File: src/rtl/player_mover.sv
// Maze player position controller: synchronizes direction keys, requests a wall check
// for one cell step, then commits or rejects the move; supports hold-to-repeat and a sticky win flag.
module player_mover #(
    parameter int CELL_W        = 32,
    parameter int CELL_H        = 30,
    parameter int START_X       = 0,
    parameter int START_Y       = 0,
    parameter int GOAL_X        = 608,
    parameter int GOAL_Y        = 450,
    parameter int REPEAT_CYCLES = 12500000
) (
    input  logic       clk,
    input  logic       reset,
    input  logic       key_left,
    input  logic       key_up,
    input  logic       key_down,
    input  logic       key_right,
    input  logic       wallblks,
    output logic       left,
    output logic       up,
    output logic       down,
    output logic       right,
    output logic [9:0] xFlr,
    output logic [9:0] xCeil,
    output logic [9:0] yFlr,
    output logic [9:0] yCeil,
    output logic       moved,
    output logic       blocked,
    output logic       won
);

    localparam int CNT_W = (REPEAT_CYCLES > 2) ? $clog2(REPEAT_CYCLES) : 1;
    localparam logic [CNT_W-1:0] CNT_LAST = CNT_W'(REPEAT_CYCLES - 1);
    localparam logic [9:0] CW  = 10'(CELL_W);
    localparam logic [9:0] CH  = 10'(CELL_H);
    localparam logic [9:0] SX  = 10'(START_X);
    localparam logic [9:0] SY  = 10'(START_Y);
    localparam logic [9:0] GX  = 10'(GOAL_X);
    localparam logic [9:0] GY  = 10'(GOAL_Y);

    typedef enum logic [2:0] {IDLE, REQ, CHECK, HOLD, DONE} state_t;

    // Direction vectors are ordered {right, down, up, left}.
    state_t           state_q, state_d;
    logic [3:0]       sync1_q, sync2_q;
    logic [3:0]       dir_q, dir_d;
    logic [3:0]       lat_q, lat_d;
    logic [CNT_W-1:0] cnt_q, cnt_d;
    logic [9:0]       x_q, x_d, y_q, y_d;
    logic             moved_q, moved_d, blocked_q, blocked_d, won_q, won_d;
    logic [3:0]       sk;
    logic [9:0]       x_nx, y_nx;
    logic             edge_hit;

    function automatic logic is_onehot(input logic [3:0] v);
        return (v != 4'd0) && ((v & (v - 4'd1)) == 4'd0);
    endfunction

    assign sk    = sync2_q;
    assign xCeil = x_q + CW;
    assign yCeil = y_q + CH;

    always_comb begin
        x_nx = x_q;
        y_nx = y_q;
        case (dir_q)
            4'b0001: x_nx = x_q - CW;
            4'b0010: y_nx = y_q - CH;
            4'b0100: y_nx = y_q + CH;
            4'b1000: x_nx = x_q + CW;
            default: ;
        endcase
    end

    assign edge_hit = (dir_q[0] && (x_q == 10'd0))   ||
                      (dir_q[3] && (xCeil == 10'd640)) ||
                      (dir_q[1] && (y_q == 10'd0))   ||
                      (dir_q[2] && (yCeil == 10'd480));

    always_comb begin
        state_d   = state_q;
        dir_d     = dir_q;
        lat_d     = lat_q;
        cnt_d     = cnt_q;
        x_d       = x_q;
        y_d       = y_q;
        moved_d   = 1'b0;
        blocked_d = 1'b0;
        won_d     = won_q;
        case (state_q)
            IDLE: begin
                dir_d = 4'd0;
                if (is_onehot(sk)) begin
                    dir_d   = sk;
                    lat_d   = sk;
                    state_d = REQ;
                end
            end
            REQ: state_d = CHECK;
            CHECK: begin
                if (wallblks || edge_hit) begin
                    blocked_d = 1'b1;
                end else begin
                    moved_d = 1'b1;
                    x_d     = x_nx;
                    y_d     = y_nx;
                end
                dir_d = 4'd0;
                if ((x_d == GX) && (y_d == GY)) begin
                    won_d   = 1'b1;
                    state_d = DONE;
                end else begin
                    cnt_d   = '0;
                    state_d = HOLD;
                end
            end
            HOLD: begin
                dir_d = 4'd0;
                if (sk == 4'd0) begin
                    state_d = IDLE;
                end else if (sk == lat_q) begin
                    // Auto-repeat fires after the key has been held steady long enough.
                    if (cnt_q == CNT_LAST) begin
                        cnt_d   = '0;
                        dir_d   = lat_q;
                        state_d = REQ;
                    end else begin
                        cnt_d = cnt_q + 1'b1;
                    end
                end
            end
            DONE: dir_d = 4'd0;
            default: state_d = IDLE;
        endcase
    end

    always_ff @(posedge clk or posedge reset) begin
        if (reset) begin
            state_q   <= IDLE;
            sync1_q   <= 4'd0;
            sync2_q   <= 4'd0;
            dir_q     <= 4'd0;
            lat_q     <= 4'd0;
            cnt_q     <= '0;
            x_q       <= SX;
            y_q       <= SY;
            moved_q   <= 1'b0;
            blocked_q <= 1'b0;
            won_q     <= 1'b0;
        end else begin
            state_q   <= state_d;
            sync1_q   <= {key_right, key_down, key_up, key_left};
            sync2_q   <= sync1_q;
            dir_q     <= dir_d;
            lat_q     <= lat_d;
            cnt_q     <= cnt_d;
            x_q       <= x_d;
            y_q       <= y_d;
            moved_q   <= moved_d;
            blocked_q <= blocked_d;
            won_q     <= won_d;
        end
    end

    assign left    = dir_q[0];
    assign up      = dir_q[1];
    assign down    = dir_q[2];
    assign right   = dir_q[3];
    assign xFlr    = x_q;
    assign yFlr    = y_q;
    assign moved   = moved_q;
    assign blocked = blocked_q;
    assign won     = won_q;

endmodule

File: config.mk
export PLATFORM = sky130hd
export DESIGN_NAME = player_mover
export DESIGN_NICKNAME = d
export VERILOG_FILES = /design/src/rtl/player_mover.sv
export SDC_FILE = /design/constraint.sdc
export NUM_CORES = 1
export LEC_CHECK = 0
export CAP_MARGIN = 20
export CORE_UTILIZATION = 40
export CTS_CLUSTER_DIAMETER = 120
export DETAILED_ROUTE_END_ITERATION = 8
export GPL_ROUTABILITY_DRIVEN = 0
export HOLD_SLACK_MARGIN = 0.12
export SLEW_MARGIN = 5
export SYNTH_ARGS = -nofsm -noshare
export SYNTH_HDL_FRONTEND = slang
export SYNTH_SLANG_ARGS = --single-unit
File: constraint.sdc
create_clock -name clk -period 3.9 [get_ports clk]
set_input_delay 0.975 -clock clk [delete_from_list [all_inputs] [get_ports clk]]
set_output_delay 0.975 -clock clk [all_outputs]
set_load 0.05 [all_outputs]
==> impl_summary.log <==
INFO  metric crit_path_start = yFlr[2]$_DFFE_PP0P_
INFO  metric result_of_the_run = finished, final reports clean
INFO  metric synth_top_family_by_area = compound AO/OA/AOI/OAI gates
INFO  metric worst_clock_skew = 14.7 ps
INFO  metric report.final.slew_viol_count = 0
INFO  metric timing.final.crit_share = 94.4%
INFO  metric clkSlewWorstSetupHoldPaths = 80 ps
INFO  metric worstSetupPathDepth = 5
INFO  metric regToRegSetupSlack = 420 ps
INFO  metric drive_above_1_share = 10.1%
INFO  metric largest_cells_by_area_after_synthesis = sky130_fd_sc_hd__dfrtp_1 37%, sky130_fd_sc_hd__a21oi_1 6.5%, sky130_fd_sc_hd__nand2_1 3.8%
INFO  metric ys_seq_elements = 60
INFO  metric topRoutingLayerUsed = met4
INFO  metric synth_enable_flop_cells = 0
INFO  metric synth_area_leader_cell = sky130_fd_sc_hd__dfrtp_1
INFO  metric finalWirelength = 10100 um
INFO  metric arrival = 2700 ps
INFO  metric vias = 3632
INFO  metric ff_to_ff_path_depth = 11
INFO  metric synth_fa_ha_area_share = 2.16%
INFO  metric ant_nets = 0
INFO  metric cp-start-kind = flip-flop
INFO  metric worst_slack_placed = 432 ps
INFO  metric setup_repair_after_global_routing_missed_its_margin = no
INFO  metric timing.setup.critical_path_class = reg -> out
INFO  metric wl_met1 = 4690 um
INFO  metric pin_count = 54
INFO  metric relSlewSlack = 39.6%
INFO  metric cell_area_after_technology_mapping = 4050 sq um
INFO  metric synth-async-reset-ratio = 100%
INFO  metric net_switching = 2.29 mW
INFO  metric cts_num_sinks = 60
INFO  metric post-route-min-period = 3680 ps
INFO  metric grt_overflow = 0
INFO  metric max_freq = 0.272 GHz
INFO  metric multi_input_comb_area = 2280 sq um
INFO  metric clock_tree.buffer_depth = 2
INFO  metric area.sequential = 1500 sq um
INFO  metric die_width = 103 um
INFO  metric cp_num_buf_inv = 2
INFO  metric final.fill_count = 970
INFO  metric timing_hold_violations_final = 0
INFO  metric post_synth_mux_area_share = 1.88%
INFO  metric post_synthesis_compound_gate_area_fraction = 24.7%
INFO  metric synth_commonest_cells = 60 x sky130_fd_sc_hd__dfrtp_1, 53 x sky130_fd_sc_hd__a21oi_1, 41 x sky130_fd_sc_hd__nand2_1
INFO  metric antenna_found_initial = 0
INFO  metric synth_sequential_area_ratio = 37.0%
INFO  metric postLayoutSetupSlackWorst = 220 ps
INFO  metric drv_cap = 0
INFO  metric synth.lib_cells_used.distinct = 63
INFO  metric vdd_drop_max = 474 uV
INFO  metric yosysTopAreaCellShare = 37.0%
INFO  metric clk_latency = 360 ps
INFO  metric pwr-share-clk = 13.8%
INFO  metric tritoncts = done
INFO  metric synth-main-ff-cell = sky130_fd_sc_hd__dfrtp_1
INFO  metric report.power.total = 4.30 mW
INFO  metric core.rowCount = 36
INFO  metric post-cts-setup-buffer-count = 0
INFO  metric detailed_routing_iterations_pass_1 = 4
INFO  metric timing_worst_slew_pin_value = 897 ps
INFO  metric leakagePower = 1.98 nW
INFO  metric power_per_cell_area = 909 nW/um^2
INFO  metric wl_met2 = 4760 um
INFO  metric mean_area_per_synthesized_cell = 8.76 sq um
INFO  metric setup_tns = 0 ps
INFO  metric post_drt_wl_per_cell = 16.1 um
INFO  metric first_pass_grt_wire_length = 17000 um
INFO  metric power.sequential.fraction = 29.5%
INFO  metric insertedDiodeCount = 0
INFO  metric coreArea = 9820 sq um
INFO  metric via_per_inst = 5.77
INFO  metric initialDrtViolationCount = 183
INFO  metric cts_root_buf = sky130_fd_sc_hd__clkbuf_8
INFO  metric tot_gr_track_use = 20.7%
INFO  metric timing.critical_path.to_type = output port
INFO  metric grt_max_degree = 30
INFO  metric rr_endpoint = cnt_q[22]$_DFFE_PP0P_
INFO  metric io_buffer_count = 41
INFO  metric detail_route.drc_violations = 0
INFO  metric synth.most_common_cell = sky130_fd_sc_hd__dfrtp_1
INFO  metric power_switching_share = 53.4%
INFO  metric netlist_instances = 463
INFO  metric layout.nets = 506
INFO  metric endpoint_of_the_most_critical_setup_path = yCeil[5]
INFO  metric critical_path_required = 2920 ps
INFO  metric route.met3.wl = 526 um
INFO  metric critical-path-slowest-cell = sky130_fd_sc_hd__clkdlybuf4s50_1
INFO  metric setup_viol = 0
INFO  metric p_comb_share = 56.7%
INFO  metric cpPeakStageDelay = 820 ps
INFO  metric worstPathMaxFanout = 7
INFO  metric die_area = 10500 sq um
INFO  metric timing.hold.worst.class = reg -> reg
INFO  metric numCtsBuffers = 9
INFO  metric ys.warnings.count = 0
INFO  metric internal_power = 2.00 mW
INFO  metric synthToLayoutAreaGrowth = 16.7%
INFO  metric sequence_of_cells_on_the_critical_path = inv_1 -> ha_2 -> nor3b_4 -> xnor2_1 -> clkdlybuf4s50_1
INFO  metric first_global_vias = 3385
INFO  metric initial_utilization = 41.3%
INFO  metric synth_xor_xnor_area_share = 4.32%
INFO  metric reg2reg_from = yFlr[2]$_DFFE_PP0P_
INFO  metric synth_simple_gate_area_share = 21.5%
INFO  metric hpwlAfterDp = 6950 um
INFO  metric ctsHtreeMaxLevel = 3
INFO  metric critical_path.top_delay_family = buffers and inverters
INFO  metric die_height = 103 um
worst reg2reg max path: stages (launching register included):
cell and delay [ps]:
sky130_fd_sc_hd__dfrtp_1 480, sky130_fd_sc_hd__inv_1 180, sky130_fd_sc_hd__ha_2 250, sky130_fd_sc_hd__nor3b_4 200, sky130_fd_sc_hd__o211ai_4 230, sky130_fd_sc_hd__or4b_1 520, sky130_fd_sc_hd__o21a_1 260, sky130_fd_sc_hd__a2bb2oi_1 160
sky130_fd_sc_hd__a21oi_1 160, sky130_fd_sc_hd__or4b_1 460, sky130_fd_sc_hd__buf_4 250, sky130_fd_sc_hd__a41oi_1 250
flip-flops by register name, indices dropped and copies added, names as in the netlist:
name and cells:
lat_q 4, yFlr 9, sk 4, won 1
cnt_q 24, xFlr 5, sync1_q 4, dir_q 4
blocked 1, state_q 3, moved 1
stage by stage:
step                hold slack, ps  cell area, sq um  std cells  util [%]
floorplan                      331              4120        474         -
global placement               332              4510        613      45.9
detailed placement             337              4520        614      46.0
CTS                            356              4730        630      48.1
global route                   362              4730        630      48.2
finish                         352              4730        630      48.2
worst min path at each step:
| stage | endpoint | from | slack, ps | depth (start not counted) |
|---|---|---|---|---|
| floorplan | sk[0]$_DFF_PP0_ | sync1_q[0]$_DFF_PP0_ | 330 | 0 |
| global placement | sk[3]$_DFF_PP0_ | sync1_q[3]$_DFF_PP0_ | 330 | 0 |
| detailed placement | sk[0]$_DFF_PP0_ | sync1_q[0]$_DFF_PP0_ | 340 | 0 |
| CTS | sk[0]$_DFF_PP0_ | sync1_q[0]$_DFF_PP0_ | 360 | 0 |
| global route | sk[0]$_DFF_PP0_ | sync1_q[0]$_DFF_PP0_ | 360 | 0 |
| finish | sk[0]$_DFF_PP0_ | sync1_q[0]$_DFF_PP0_ | 350 | 0 |
final cells by class:
cell class              count  area share (%)
multi-input cells         352            48.3
well taps                 133            3.52
clock buffers               9            2.62
clock inverters             7            1.72
flip-flops and latches     60            31.8
inverters                  16            1.35
repair buffers             53            10.7
kinds of logic (layout without fill, tap and decap cells):
kind of cell,after synthesis,after routing
muxes,7,7
buffers and inverters,62,85
DFF,60,60
AOI/OAI and AO/OA,150,150
xor gates and xnor gates,20,20
adders and majority gates,7,7
other,1,12
and+or+nand+nor,156,156
cell usage in the layout (no fill, tap or decap), types with 3 or more instances in the layout:
master,instances
sky130_fd_sc_hd__o211a_1,8
sky130_fd_sc_hd__conb_1,12
sky130_fd_sc_hd__a22oi_1,10
sky130_fd_sc_hd__nor2_1,32
sky130_fd_sc_hd__clkdlybuf4s50_1,40
sky130_fd_sc_hd__a31oi_1,4
sky130_fd_sc_hd__nor4_1,7
sky130_fd_sc_hd__o21ai_0,29
sky130_fd_sc_hd__a221o_1,4
sky130_fd_sc_hd__and3_1,11
sky130_fd_sc_hd__clkbuf_8,9
sky130_fd_sc_hd__dfrtp_1,59
sky130_fd_sc_hd__buf_4,11
sky130_fd_sc_hd__o22ai_1,3
sky130_fd_sc_hd__nor3b_1,3
sky130_fd_sc_hd__nor4b_1,5
sky130_fd_sc_hd__inv_1,14
sky130_fd_sc_hd__ha_1,6
sky130_fd_sc_hd__or4b_1,4
sky130_fd_sc_hd__nand4_1,7
sky130_fd_sc_hd__nor4b_2,3
sky130_fd_sc_hd__nand2_1,41
sky130_fd_sc_hd__o221ai_1,4
sky130_fd_sc_hd__mux2_2,5
sky130_fd_sc_hd__nand3_1,14
sky130_fd_sc_hd__nand3b_1,3
sky130_fd_sc_hd__and2_1,3
sky130_fd_sc_hd__xor2_1,11
sky130_fd_sc_hd__a41oi_1,10
sky130_fd_sc_hd__a21oi_1,53
sky130_fd_sc_hd__nor3_1,9
sky130_fd_sc_hd__xnor2_1,8
sky130_fd_sc_hd__inv_6,3
sky130_fd_sc_hd__a221oi_1,5
repair_timing:
action / 4_1_cts / 5_1_grt
hold buffers: 0 / 0
endpoints found under the setup margin: 0 / 1
resized for setup: 0 / 1
endpoints found under the hold margin: 0 / 0
power by group through the flow:
| stage | Sequential (mW) | Clock [mW] | Combinational [mW] |
|---|---|---|---|
| 4_1_cts | 1.26 | 0.611 | 2.43 |
| 6_report | 1.27 | 0.595 | 2.43 |
| 2_1_floorplan | 1.36 | 0 | 1.63 |
| 3_5_place_dp | 1.27 | 0 | 2.43 |
| 5_1_grt | 1.32 | 0.629 | 2.61 |
| 3_3_place_gp | 1.26 | 0 | 2.41 |
metal layers:
metal / GRT usage, % / vias up
met4: 8.46 / 0
met1: 27.8 / 1735
met5: 0 / -
li1: - / 1757
met2: 32.8 / 125
met3: 3.86 / 15
No activity file was read; power rests on OpenSTA's default activity.
